===== src/rtl/stopwatch_pkg.sv =====
// Shared definitions for the stopwatch time-keeping core.
//   swState_e  : operating mode encoding (RUN / PAUSED / ADJUST)
//   selField_e : adjust field select encoding (minutes / seconds)
//   DigitW     : width of one BCD digit
//   SecLim*    : seconds limit (59) as a BCD pair
//   bcdPair()  : converts a 0..99 integer into {tens, ones} BCD

package stopwatch_pkg;

    typedef enum logic [1:0] {
        StRun    = 2'b00,
        StPaused = 2'b01,
        StAdjust = 2'b10
    } swState_e;

    typedef enum logic {
        SelMin = 1'b0,
        SelSec = 1'b1
    } selField_e;

    localparam int unsigned DigitW = 4;

    localparam logic [DigitW-1:0] SecLimTens = 4'd5;
    localparam logic [DigitW-1:0] SecLimOnes = 4'd9;

    function automatic logic [2*DigitW-1:0] bcdPair(input int unsigned v);
        return {4'(v / 10), 4'(v % 10)};
    endfunction

endpackage


===== src/rtl/bcd_mod_counter.sv =====
// Two-digit BCD modulo counter.
//   clkDis  : clock
//   rstN    : synchronous active-low reset, clears to 00
//   clr     : functional clear to 00 (beats inc)
//   inc     : advance by one; wraps to 00 after the limit
//   limTens : tens digit of the limit value
//   limOnes : ones digit of the limit value
//   tens    : registered tens digit
//   ones    : registered ones digit
//   wrap    : combinational; high when this cycle's inc takes the count from limit to 00

module bcd_mod_counter
    import stopwatch_pkg::*;
(
    input  logic              clkDis,
    input  logic              rstN,
    input  logic              clr,
    input  logic              inc,
    input  logic [DigitW-1:0] limTens,
    input  logic [DigitW-1:0] limOnes,
    output logic [DigitW-1:0] tens,
    output logic [DigitW-1:0] ones,
    output logic              wrap
);

    logic atLimit;

    assign atLimit = (tens == limTens) && (ones == limOnes);
    assign wrap    = inc && atLimit;

    always_ff @(posedge clkDis) begin
        if (!rstN) begin
            tens <= '0;
            ones <= '0;
        end else if (clr) begin
            tens <= '0;
            ones <= '0;
        end else if (inc) begin
            if (atLimit) begin
                tens <= '0;
                ones <= '0;
            end else if (ones == 4'd9) begin
                ones <= '0;
                tens <= tens + 4'd1;
            end else begin
                ones <= ones + 4'd1;
            end
        end
    end

endmodule


===== src/rtl/stopwatch_counter.sv =====
// Stopwatch time-keeping core: MM:SS as four BCD digits with run, paused and adjust modes.
//   clkDis     : clock (all inputs synchronous to it)
//   rstN       : synchronous active-low reset
//   rstPulse   : one-cycle functional clear of the count (mode kept)
//   pausePulse : one-cycle run/pause toggle
//   tick1Hz    : one-cycle count enable, once per second
//   tick2Hz    : one-cycle adjust enable, twice per second
//   adj        : adjust mode switch (level)
//   sel        : adjust field select, 0 = minutes, 1 = seconds
//   minTens, minOnes, secTens, secOnes : BCD digits
//   paused     : saved mode (resume) is PAUSED
//   adjusting  : in ADJUST
//   rollover   : one-cycle pulse after the count wraps MAX_MIN:59 -> 00:00 in RUN

module stopwatch_counter
    import stopwatch_pkg::*;
#(
    parameter int unsigned MAX_MIN = 59
) (
    input  logic              clkDis,
    input  logic              rstN,
    input  logic              rstPulse,
    input  logic              pausePulse,
    input  logic              tick1Hz,
    input  logic              tick2Hz,
    input  logic              adj,
    input  logic              sel,
    output logic [DigitW-1:0] minTens,
    output logic [DigitW-1:0] minOnes,
    output logic [DigitW-1:0] secTens,
    output logic [DigitW-1:0] secOnes,
    output logic              paused,
    output logic              adjusting,
    output logic              rollover
);

    localparam logic [2*DigitW-1:0] MinLim = bcdPair(MAX_MIN);

    swState_e stateQ;
    swState_e resumeQ;

    logic runTick;
    logic adjTick;
    logic secInc;
    logic minInc;
    logic secWrap;
    logic minWrap;
    logic rolloverD;

    // Mode decisions always look at the current-state register, so a tick that
    // coincides with a mode change is judged by the mode it arrived in.
    assign runTick = (stateQ == StRun) && tick1Hz;
    assign adjTick = (stateQ == StAdjust) && tick2Hz;

    // In ADJUST each field wraps on its own; the seconds wrap only carries in RUN.
    assign secInc = runTick || (adjTick && (sel == SelSec));
    assign minInc = (runTick && secWrap) || (adjTick && (sel == SelMin));

    assign rolloverD = runTick && secWrap && minWrap && !rstPulse;

    bcd_mod_counter u_sec (
        .clkDis  (clkDis),
        .rstN    (rstN),
        .clr     (rstPulse),
        .inc     (secInc),
        .limTens (SecLimTens),
        .limOnes (SecLimOnes),
        .tens    (secTens),
        .ones    (secOnes),
        .wrap    (secWrap)
    );

    bcd_mod_counter u_min (
        .clkDis  (clkDis),
        .rstN    (rstN),
        .clr     (rstPulse),
        .inc     (minInc),
        .limTens (MinLim[2*DigitW-1:DigitW]),
        .limOnes (MinLim[DigitW-1:0]),
        .tens    (minTens),
        .ones    (minOnes),
        .wrap    (minWrap)
    );

    always_ff @(posedge clkDis) begin
        if (!rstN) begin
            stateQ   <= StRun;
            resumeQ  <= StRun;
            rollover <= 1'b0;
        end else begin
            rollover <= rolloverD;
            // rstPulse clears the count only; mode and resume are frozen that cycle.
            if (!rstPulse) begin
                // Outside ADJUST resume always equals the state, so toggling it
                // here both tracks RUN/PAUSED and edits the saved mode in ADJUST.
                if (pausePulse) begin
                    resumeQ <= (resumeQ == StPaused) ? StRun : StPaused;
                end
                if (adj) begin
                    stateQ <= StAdjust;
                end else begin
                    case (stateQ)
                        StRun:    if (pausePulse) stateQ <= StPaused;
                        StPaused: if (pausePulse) stateQ <= StRun;
                        StAdjust: stateQ <= resumeQ;
                        default:  stateQ <= StRun;
                    endcase
                end
            end
        end
    end

    assign paused    = (resumeQ == StPaused);
    assign adjusting = (stateQ == StAdjust);

endmodule


===== config.mk =====
export PLATFORM = sky130hd
export DESIGN_NAME = stopwatch_counter
export DESIGN_NICKNAME = d
export VERILOG_FILES = /design/src/rtl/stopwatch_pkg.sv /design/src/rtl/bcd_mod_counter.sv /design/src/rtl/stopwatch_counter.sv
export SDC_FILE = /design/constraint.sdc
export NUM_CORES = 1
export LEC_CHECK = 0
export CAP_MARGIN = 25
export CORE_MARGIN = 2
export CORE_UTILIZATION = 47
export CTS_BUF_LIST = sky130_fd_sc_hd__clkbuf_8
export DETAILED_ROUTE_END_ITERATION = 10
export GPL_TIMING_DRIVEN = 1
export PLACE_DENSITY = 0.75
export SYNTH_ARGS = -nofsm -noshare
export SYNTH_HDL_FRONTEND = slang
export SYNTH_HIERARCHICAL = 1
export SYNTH_SLANG_ARGS = --single-unit

===== constraint.sdc =====
create_clock -name clkDis -period 2 [get_ports clkDis]
set_input_delay 0.5 -clock clkDis [delete_from_list [all_inputs] [get_ports clkDis]]
set_output_delay 0.5 -clock clkDis [all_outputs]
set_load 0.03 [all_outputs]

* Word level (Yosys, flattened, before mapping)
Index checks and enable logic that the tools add are counted.
** Word-level totals
- Bits in registers :: 21
- Output and inout port bits :: 19
- Word-level logic and storage cells :: 58
** Operators by class
- Add/subtract/negate cells :: 4
- Eq/ne operators :: 9
- Multiplexer cells :: 13
- Bitwise logic cells :: 3
- Reductions and logical operators :: 22
** Operators with widths (number)
- 4-bit 2-to-1 mux :: 8
- 4-bit by 1-bit adder with 4-bit output (second input constant) :: 4
- 1-bit logical AND :: 11
- 4-bit by 3-bit equality test with 1-bit output (second input constant) :: 2
- 4-bit equality test (second input constant) :: 2
- 2-bit 2-to-1 mux :: 3
- 3-bit inequality test (second input constant) :: 2
- 2-bit case mux with 3 select lines :: 1
- 2-bit AND reduction :: 3
- 2-bit by 1-bit equality test with 1-bit output (second input constant) :: 2
- 2-bit nonzero test :: 2
- 1-bit inverter :: 3
- 3-bit AND reduction :: 1
- 2-bit equality test (second input constant) :: 1
- 2-bit logical NOT :: 1
- 1-bit logical OR :: 2
- 2-bit OR reduction :: 1
- 1-bit logical NOT :: 1
- 1-bit 2-to-1 mux :: 1

* Longest topological paths before layout
- Word-level depth :: 10
- Depth in mapped cells :: 10
- Depth with buffers taken out :: 10

* Cells and area by module
Netlist, hierarchy kept.
** By module, submodules not included
- bcd_mod_counter :: times used 2, cells an instance 61, area each 534.3 µm², seq. area each 160.2 µm²
- stopwatch_counter :: times used 1, cells an instance 28, area each 221.5 µm², seq. area each 80.1 µm²

* Least setup slack after synthesis
No wires, ideal clock.
- Path type :: reg-to-reg
- From :: register u_sec.ones[0]
- To :: register u_min.ones[3]
- Setup time :: 0.117 ns
- Data arrival time :: 1.953 ns
- Required time :: 1.883 ns
- Setup slack :: -0.070 ns
- Cell stages (with the launch flop) :: 10
- Buffers on the path :: 0
- Cell sequence :: dfxtp_1 -> xor2_1 -> nor4_2 -> nand2_2 -> nor2_1 -> nand3_1 -> nand2_1 -> nor2_1 -> a41o_2 -> a22o_2
** On the way
- Longest elaborated chain between the ends :: 5
** Ends and longest elaborated chain
- start: declaration :: RTL line bcd_mod_counter.sv:22 : output logic [DigitW-1:0] ones,
- start signal: assignment :: RTL line bcd_mod_counter.sv:46 : ones <= ones + 4'd1;
- 4-bit equality test :: RTL line bcd_mod_counter.sv:28 : assign atLimit = (tens == limTens) && (ones == limOnes);
- 1-bit logical AND :: RTL line bcd_mod_counter.sv:28
- 1-bit logical AND :: RTL line bcd_mod_counter.sv:29 : assign wrap = inc && atLimit;
- via secWrap :: RTL line stopwatch_counter.sv:46 : logic secWrap;
- 1-bit logical AND :: RTL line stopwatch_counter.sv:57 : assign minInc = (runTick && secWrap) || (adjTick && (sel == SelMin));
- 1-bit logical OR :: RTL line stopwatch_counter.sv:57
- via minInc :: RTL line stopwatch_counter.sv:45 : logic minInc;
- end signal: assignment :: RTL line bcd_mod_counter.sv:46
- end: declaration :: RTL line bcd_mod_counter.sv:22
The timed path passes the listed nets, and every way through them passes these cells.
A chain may end at the register's enable or synchronous reset.

* Worst setup path after layout
- From :: register u_min.ones[1]
- To :: output minOnes[1]
** RTL lines
- end: declaration :: RTL line stopwatch_counter.sv:29 : output logic [DigitW-1:0] minOnes,
No word-level cell between the ends.

==> impl_summary.md <==
Yosys
The proportion of netlist area held by the largest area contributor is 0.310. The gate count of the mapped netlist is 150. In this run, synthesis inferred 0 flip-flops with an integrated enable. The dominant register cell in the synthesized netlist is sky130_fd_sc_hd__dfxtp_1. Ranked by total cell area, the synthesized netlist is headed by sky130_fd_sc_hd__dfxtp_1, sky130_fd_sc_hd__xor2_1, sky130_fd_sc_hd__ha_1.

The mean instance size in the synthesized netlist is roughly 8.6 um2. Of all cell types, the one taking the most synthesized area is sky130_fd_sc_hd__dfxtp_1. Of all flip-flops after synthesis, the portion carrying an async set or reset was 0.

The area of the mapped netlist is 1290 um2. The post-synthesis sequential area ratio is 0.310. For this run, the number of Yosys warnings is 6. In this run, synthesis produced a sequential element count of 20. The number of library cell types mapped by synthesis is 35.

Clock tree
The post-CTS setup buffer count is 0. The number of hold buffers added after CTS was 0. The worst-skew pair later-pin latency is 0.26 ns. The maximum count of clock buffers along a single path is 2.

Clock tree synthesis found a total of 20 sinks. The root buffer cell chosen for the clock tree is sky130_fd_sc_hd__clkbuf_8. Counting the buffers created by CTS gives 3. The clock tree from TritonCTS is built.

The clock-pin slew reported for the worst setup and hold paths after clock tree synthesis is around 0.080 ns. In this run the number of H-tree levels came out at 1.

Worst setup path
Data on the critical path is required at its endpoint by about 1.5 ns. The largest fanout of any net on the critical path is 6. Walking the worst path, the cells encountered are clkdlybuf4s50_1.

In this run the number of cells on the critical path is 1. The number of cells on the worst reg-to-reg path is 9. The arrival time of data at the critical path endpoint is ~1.4 ns. The largest incremental delay on the critical path is around 0.7 ns. Together, buffers and inverters on the worst path number 1.

The standard cell with the maximum stage delay on the critical path is sky130_fd_sc_hd__clkdlybuf4s50_1. The worst setup path is of the reg -> out kind. In this design, the largest share of critical-path delay is due to buffers and inverters. The worst register-to-register path ends at u_min/tens[0]. The startpoint identified for the worst register-to-register timing path is u_sec/tens[1]. The kind of capture point of the worst setup path is an output port. STA classifies the critical path startpoint as a flop. The worst register-to-register path has a setup slack of about 0.12 ns.

Worst hold path
The startpoint of the most critical hold path is u_sec/tens[2]. The hold path depth is 2. The min-delay analysis places its worst path in the category reg -> reg. The worst-case hold path end point is u_sec/tens[2].

Pwr
The leakage power of the design is 0.843 nW. For this design the ratio of total power to cell area is about 460 nW/um2. The maximum ir drop on the vdd rail is roughly 0.00043 V.

Routing
The detailed router placed 1300 vias in this run. The number of nets with antenna violations after detailed routing is 0. The number of detailed-route iterations in the first pass is 4. Dividing the detail-routed via count by the number of cells gives approximately 5.4. The total wire length is 3230 um. After detailed routing, the number of remaining DRC violations is 0.

In the final routed layout, each cell accounts on average for 13.5 um. After the first detailed-routing iteration, the DRC count stood at 21.

STA
Setup repair after global routing could not meet its margin everywhere. The clock tree skew after final layout is around 0.0013 ns. Of the available clock period, the critical path in the final layout requires 0.967. The worst path needs slightly below 2 ns of the cycle, external delays included. The maximum clock rate is about 520 MHz. The count of pins over their slew limit is 0.

The final-report setup violation count is 0. The worst setup slack after layout is 0.0651 ns. The hold violation total from the final report came to 0. Hold timing on the final database bottoms out at a slack of roughly 0.51 ns.

Final layout
The final net count is around 230. The count of placed standard cells in the final layout, fillers left out is 240. Of the cells placed in the final design, the portion with a size suffix greater than 1 is 0.243. The repair_antennas step left the layout with diodes totalling 0.

From synthesis to final layout, the design area changed by 44.9%.

Placement
After legalization and detailed placement, the total HPWL measured between 2000 and 2500 um. Prior to clock tree synthesis, the placed netlist has a worst setup slack of -0.343 ns. The total placed cells including tap cells is 236. The placer's final routability congestion estimate is 0.861. The number of input and output port buffers inserted is 26.

Die
The floorplan die height is 56.4 um. The core outline area is ~2500 um2. The die covers between 3000 and 4000 um2. The initial utilization of the core area, before any placement, comes to 0.507. The die is about 56 um wide. The site row count is 18. In this run the count of I/O pins placed on the die edge is 27.

Global route
The highest-utilization routing layer at the global route stage is met2. The largest net degree at the start of global routing is 12. In the global route stage, met2 resource usage came out at 0.388. In the global route stage, met3 resource usage came out at 0.0207. The first-pass GRT wire length is around 5600 um.

After global routing the overflow that remains totals 0. The number of global-route vias before repair is 1260. The global routing usage on met1 is 0.274. Across every metal layer, demand over resource in global routing totals 0.220. The initial antenna violation count was 0.

Flow run
The number of violations of the max-capacitance limit is 0.

Status
The flow ran to the end, and the final reports show no timing, DRC or antenna violations.
cells by family (layout without fill, tap and decap cells):
logic type               after synthesis  count (layout)  synth area share
buffers and inverters                 10              56            0.0291
AO/OA/AOI/OAI                         30              30             0.183
AND/OR/NAND/NOR                       64              64             0.290
multiplexers                           1               1           0.00776
flip-flops                            20              20             0.310
adder cells (fa/ha/maj)                6               6            0.0582
other                                  2              16           0.00582
XOR/XNOR                              17              17             0.115
state kept, by name, indices dropped and copies added (netlist names):
| signal | flops |
|---|---|
| u_min/ones | 4 |
| stateQ | 2 |
| u_sec/tens | 4 |
| resumeQ | 1 |
| u_min/tens | 4 |
| u_sec/ones | 4 |
| rollover | 1 |
report_power, final:
part | leakage (nW) | switching [W] | internal (W)
clock | 0.0288 | 0.000136 | 0.000175
combinational | 0.648 | 0.0000714 | 0.0000711
sequential | 0.166 | 0.00000787 | 0.000400
layout by cell type, fill, tap and decap left out, types with 4 or more instances in the layout:
cell type	synthesis	layout
sky130_fd_sc_hd__clkdlybuf4s50_1	0	20
sky130_fd_sc_hd__buf_4	0	16
sky130_fd_sc_hd__conb_1	2	16
sky130_fd_sc_hd__xor2_1	16	15
sky130_fd_sc_hd__dfxtp_1	20	13
sky130_fd_sc_hd__nor2_1	13	12
sky130_fd_sc_hd__nand3_1	10	10
sky130_fd_sc_hd__nand2_1	11	10
sky130_fd_sc_hd__inv_1	10	9
sky130_fd_sc_hd__ha_1	6	6
sky130_fd_sc_hd__dlymetal6s2s_1	0	5
sky130_fd_sc_hd__nor3_1	5	4
sky130_fd_sc_hd__clkbuf_8	0	4
sky130_fd_sc_hd__nor4_2	4	4
sky130_fd_sc_hd__a21oi_1	5	4
sky130_fd_sc_hd__nand4_1	4	4
sky130_fd_sc_hd__dfxtp_2	0	4
synth_stat cells (2+ instances only):
cell type,count
sky130_fd_sc_hd__a22o_1,2
sky130_fd_sc_hd__nor3_1,5
sky130_fd_sc_hd__nand2b_1,3
sky130_fd_sc_hd__a21boi_0,3
sky130_fd_sc_hd__a31o_1,2
sky130_fd_sc_hd__a21oi_1,5
sky130_fd_sc_hd__o21ai_0,2
sky130_fd_sc_hd__a22o_2,2
sky130_fd_sc_hd__nand3_1,10
sky130_fd_sc_hd__nand2_2,2
sky130_fd_sc_hd__xor2_1,16
sky130_fd_sc_hd__nand2_1,11
sky130_fd_sc_hd__ha_1,6
sky130_fd_sc_hd__nand4b_1,2
sky130_fd_sc_hd__o311ai_0,2
sky130_fd_sc_hd__and3_4,2
sky130_fd_sc_hd__a41o_2,2
sky130_fd_sc_hd__and3b_2,2
sky130_fd_sc_hd__nand4_1,4
sky130_fd_sc_hd__a22oi_1,2
sky130_fd_sc_hd__nor4_2,4
sky130_fd_sc_hd__a32o_2,2
sky130_fd_sc_hd__dfxtp_1,20
sky130_fd_sc_hd__inv_1,10
sky130_fd_sc_hd__nor2_1,13
sky130_fd_sc_hd__o22ai_1,2
sky130_fd_sc_hd__nor2b_1,3
sky130_fd_sc_hd__conb_1,2
sky130_fd_sc_hd__a31oi_1,3
stage by stage:
step,total power (W),utilization,TNS [ns],instance area [um2]
after CTS,0.000874,0.717,-0.00844,1830
after detailed placement,0.000558,0.694,-2.41,1770
after global placement,0.000555,0.694,-1.70,1770
after floorplan,0.000498,-,0,1350
final,0.000862,0.735,0,1870
after global routing,0.000906,0.735,-0.00601,1870
worst max-delay path by stage:
stage	from	to	slack [ns]
2_1_floorplan	u_sec/ones[2]	u_min/ones[3]	0.02
3_3_place_gp	tick2Hz	u_min/ones[3]	-0.25
3_5_place_dp	tick2Hz	u_min/tens[0]	-0.34
4_1_cts	tick2Hz	u_min/tens[0]	-0.008
5_1_grt	u_sec/tens[0]	u_min/tens[2]	-0.006
6_report	u_min/ones[1]	minOnes[1]	0.07
metal layers:
metal  share of wire  vias to the layer above  wire, um
met2            0.49                       30      1580
met3           0.032                        6       104
met5               0                        -         0
li1                -                      651         -
met1            0.46                      613      1500
met4           0.016                        0        51
cell type report:
type | instances | area (um2)
fillers | 217 | 676
well taps | 30 | 37.5
multi-input cells | 134 | 931
repair buffers | 42 | 392
clock buffers | 4 | 55.1
inverters | 10 | 37.5
flip-flops and latches | 20 | 417
timing repair:
| action | 4_1_cts | 5_1_grt |
|---|---|---|
| gates cloned | 0 | 0 |
| resized for setup | 3 | 16 |
| endpoints found under the setup margin | 5 | 8 |
| pin swaps | 0 | 10 |
tightest hold or removal path, delay by kind of cell, from the launching register on:
kind | cells | cell delay, ns
flip-flops | 1 | 0.36
AND/OR/NAND/NOR | 1 | 0.07
AO/OA/AOI/OAI | 1 | 0.05
No activity file was read; power rests on OpenSTA's default activity.
